==> config.mk <==
export PLATFORM = sky130hd
export DESIGN_NAME = count_seq_ctrl
export DESIGN_NICKNAME = d
export VERILOG_FILES = /design/src/rtl/count_seq_ctrl.sv
export SDC_FILE = /design/constraint.sdc
export NUM_CORES = 1
export LEC_CHECK = 0
export CORE_MARGIN = 2
export CORE_UTILIZATION = 45
export DETAILED_ROUTE_END_ITERATION = 6
export PLACE_DENSITY = 0.81
export SYNTH_ARGS = -nofsm -noshare
export SYNTH_HDL_FRONTEND = slang
export SYNTH_SLANG_ARGS = --single-unit
==> constraint.sdc <==
create_clock -name clk -period 6.8 [get_ports clk]
set_clock_uncertainty 0.05 [all_clocks]
set_input_delay 2.04 -clock clk [delete_from_list [all_inputs] [get_ports clk]]
set_output_delay 2.04 -clock clk [all_outputs]
set_load 0.01 [all_outputs]
==> src/rtl/count_seq_ctrl.sv <==
// Sequencer for a 4-bit loadable up-counter. Each run sweeps the counter from a
// latched start value to all-ones for a latched number of passes. Each counter
// value is offered downstream as one item over a valid/ready handshake.
module count_seq_ctrl #(
  parameter int CNT_W  = 4,
  parameter int PASS_W = 4
) (
  input  logic              clk,
  input  logic              rst,
  input  logic              start,
  input  logic [CNT_W-1:0]  init_val,
  input  logic [PASS_W-1:0] num_passes,
  input  logic              cnt_cout,
  output logic              cnt_ld,
  output logic              cnt_en,
  output logic [CNT_W-1:0]  cnt_data,
  output logic              out_valid,
  input  logic              out_ready,
  output logic [PASS_W-1:0] out_pass,
  output logic              out_last,
  output logic              busy,
  output logic              done
);

  typedef enum logic [1:0] {
    ST_IDLE = 2'd0,
    ST_LOAD = 2'd1,
    ST_RUN  = 2'd2,
    ST_DONE = 2'd3
  } state_t;

  localparam logic [PASS_W-1:0] PASS_ONE = {{(PASS_W-1){1'b0}}, 1'b1};

  state_t            state_q, state_d;
  logic [CNT_W-1:0]  init_q, init_d;
  logic [PASS_W-1:0] passes_q, passes_d;
  logic [PASS_W-1:0] pass_q, pass_d;

  logic accept;
  logic final_pass;

  // passes_q is never 0 once latched, so passes_q - 1 cannot underflow in RUN.
  assign final_pass = (pass_q == (passes_q - PASS_ONE));

  always_ff @(posedge clk or posedge rst) begin
    if (rst) begin
      state_q  <= ST_IDLE;
      init_q   <= '0;
      passes_q <= '0;
      pass_q   <= '0;
    end else begin
      state_q  <= state_d;
      init_q   <= init_d;
      passes_q <= passes_d;
      pass_q   <= pass_d;
    end
  end

  always_comb begin
    state_d   = state_q;
    init_d    = init_q;
    passes_d  = passes_q;
    pass_d    = pass_q;
    cnt_ld    = 1'b0;
    cnt_en    = 1'b0;
    out_valid = 1'b0;
    out_last  = 1'b0;
    busy      = 1'b1;
    done      = 1'b0;
    accept    = 1'b0;

    unique case (state_q)
      ST_IDLE: begin
        busy = 1'b0;
        if (start) begin
          init_d   = init_val;
          passes_d = (num_passes == '0) ? PASS_ONE : num_passes;
          pass_d   = '0;
          state_d  = ST_LOAD;
        end
      end

      ST_LOAD: begin
        cnt_ld  = 1'b1;
        state_d = ST_RUN;
      end

      ST_RUN: begin
        out_valid = 1'b1;
        out_last  = cnt_cout && final_pass;
        accept    = out_ready;
        // Increment only below all-ones so the counter never wraps to 0.
        cnt_en    = accept && !cnt_cout;
        if (accept && cnt_cout) begin
          if (final_pass) begin
            state_d = ST_DONE;
          end else begin
            pass_d  = pass_q + PASS_ONE;
            state_d = ST_LOAD;
          end
        end
      end

      ST_DONE: begin
        done    = 1'b1;
        state_d = ST_IDLE;
      end

      default: begin
        state_d = ST_IDLE;
      end
    endcase
  end

  assign cnt_data = init_q;
  assign out_pass = pass_q;

endmodule

==> results.sh <==
export IMPL_path_cells="clkdlybuf4s50_1 -> inv_1 -> and3_1 -> clkdlybuf4s50_1"
export IMPL_placedCellCount=136
export IMPL_layout_cells_non_filler=140
export IMPL_vias_per_cell=5.14
export IMPL_leakagePower_nw=0.527
export IMPL_fin_crit_ps=5330
export IMPL_syn_num_nets=101
export IMPL_yosysSeqAreaShare_pct=43.8
export IMPL_grt_first_pass_wirelength_mm=2.89
export IMPL_start_kind="primary input"
export IMPL_max_stage_delay_ps=540
export IMPL_worst_r2r_cell_count=6
export IMPL_fp_dieH_um=46.2
export IMPL_grt_pass1_vias=683
export IMPL_synth_seq_cells=14
export IMPL_place_congestion=0.738
export IMPL_max_slew_margin_pct=64.2
export IMPL_setup_viol=0
export IMPL_antenna_left=0
export IMPL_slew_viol_final=0
export IMPL_finalInstanceArea_mm2=0.00113
export IMPL_reg2reg_slack_ps=4660
export IMPL_pin_count=27
export IMPL_antenna_found_initial=0
export IMPL_floorplan_die_area_mm2=0.00213
export IMPL_cts_buffers_inserted=3
export IMPL_ys_warn_count=0
export IMPL_path_class="primary input to primary output"
export IMPL_layout_drive_gt1_share_pct=9.57
export IMPL_insertion_delay_ps=280
export IMPL_chipWidth_um=46.2
export IMPL_crit_buf_inv=3
export IMPL_overflow=0
export IMPL_place_port_buffers=26
export IMPL_avgSynthCellArea_um2=9.31
export IMPL_root_buffer="clkbuf_4"
export IMPL_core_area_mm2=0.00171
export IMPL_initial_core_util_pct=46.9
export IMPL_clock_sinks=14
export IMPL_max_slew_worst_pin_slew_ps=536
export IMPL_critPathMaxFanout=3
export IMPL_cp_data_arrival_time_ps=3240
export IMPL_post_cts_buffers=0
export IMPL_cpMostUsedCell="clkdlybuf4s50_1"
export IMPL_cp_required_ps=4710
export IMPL_rsz0062_at_grt="false"
export IMPL_placed_cell_area_mm2=0.00109
export IMPL_syn_inst=86
export IMPL_cts_max_level=1
export IMPL_finalPower_uw=448
export IMPL_rows=15
export IMPL_ir_drop_v=0.000245
export IMPL_slowest_stage="clkdlybuf4s50_1"
export IMPL_endpoint_kind="primary output"
export IMPL_powerDensity_mw_per_mm2=397
export IMPL_tritoncts="yes"
export IMPL_holdBufCountCts=0
export IMPL_ctsResizeCount=0
export IMPL_wl_per_cell_um=12.6
export IMPL_holdCritPathClass="register to register"
export IMPL_path_delay_family="buffers and inverters"
export IMPL_clk_pin_slew_ps=90
export IMPL_syn2layout_area_growth_pct=40.9
export IMPL_status="complete, no violations"
export IMPL_syn_area_um2=801
export IMPL_first_pass_iters=4
export IMPL_hold_viol=0
export IMPL_n_antenna_cell=0
export IMPL_synth_edf_count=0
export IMPL_synth_distinct_cells=33
export IMPL_track_usage_pct=18.9
export IMPL_holdPathStages=2
export IMPL_grt_max_degree=15
export IMPL_drt_iter0_drc=20
export IMPL_holdWs_ps=431
export IMPL_cts_path_max_buffers=2
export IMPL_synthFlopType="dfrtp_1"
export IMPL_dp_hpwl_mm=1.36
export IMPL_synthArstFlopShare_pct=100
export IMPL_max_freq_mhz=187
export IMPL_period_share_pct=78.5
export IMPL_num_vias=720
export IMPL_final_nets=131
export IMPL_tns_ps=0
export IMPL_drt_total_wl_mm=1.77
export IMPL_cp_depth=4
export IMPL_drc_errors=0
export IMPL_maxCapViolCount=0
## where the power goes
group | internal (mW) | switching [mW] | leakage (nW)
sequential | 0.116 | 0.0317 | 0.179
combinational | 0.126 | 0.113 | 0.328
clock | 0.0326 | 0.0277 | 0.0210
total | 0.275 | 0.172 | 0.527
## cells in the final DEF, fill, tap and decap left out, types with 2 or more instances in the layout
| master | count |
|---|---|
| clkbuf_4 | 3 |
| nand4_1 | 2 |
| xnor2_1 | 3 |
| ha_1 | 2 |
| inv_1 | 7 |
| nand2_1 | 23 |
| dfrtp_1 | 14 |
| nor3_1 | 2 |
| clkdlybuf4s50_1 | 26 |
| nand3_1 | 2 |
| o21ai_0 | 4 |
| nor2_1 | 3 |
## flip-flops by register name, indices dropped and copies added, names as in the netlist
signal and flops:
out_pass 4, state_q 2, cnt_data 4, passes_q 4
## worst reg2reg max path: cells and delay by family, from the launching register on
kind	cells	cell delay, ps
AND/OR/NAND/NOR	3	890
adder cells (fa/ha/maj)	1	140
XOR/XNOR	1	440
buffers and inverters	1	80
flip-flops	1	420
## final cells by class
class,instances,area [um^2]
Tap cell,25,31.3
Fill cell,140,579
Multi-Input combinational cell,63,417
Inverter,7,26.3
Timing Repair Buffer,27,268
Clock buffer,4,36.3
Sequential cell,14,350
## final timing paths
check,startpoint,to
setup reg to reg,passes_q[0],out_pass[2]
hold / removal,cnt_data[3],cnt_data[3]
max in group asynchronous,rst,out_pass[2]
setup / recovery,cnt_cout,cnt_en
hold reg to reg,cnt_data[3],cnt_data[3]
min in group asynchronous,rst,cnt_data[0]
## per-stage QoR
step                setup slack (ps)  utilization [%]
floorplan                       2440                -
global placement                1510             64.0
detailed placement              1460             64.0
CTS                             1460             66.1
global route                    1400             66.1
finish                          1470             66.1
## kinds of logic after synthesis
family	Yosys count	share of synthesized area, %
buffers and inverters	9	4.22
muxes	2	3.12
adders and majority gates	2	3.12
DFF	14	43.8
xor gates and xnor gates	5	7.34
AOI/OAI and AO/OA	10	8.75
and+or+nand+nor	44	29.7
## layer usage
layer,vias up,GRT usage [%],routed length (um)
met2,21,33.3,884
li1,347,-,-
met1,350,22.1,775
met4,0,6.86,15
met3,2,4.31,91
met5,-,0,0
## Yosys cell counts, drive strengths merged (2+ instances only)
cell	n	share of area, %
dfrtp	14	44
inv	7	3.3
o21ai	4	2.5
nand3	2	1.3
xnor2	3	3.3
nor2	3	1.4
nand4	2	1.6
clkbuf	2	0.94
nand2	23	11
ha	2	3.1
nor3	2	1.3
Note: power is estimated with default switching activity, not from simulation.
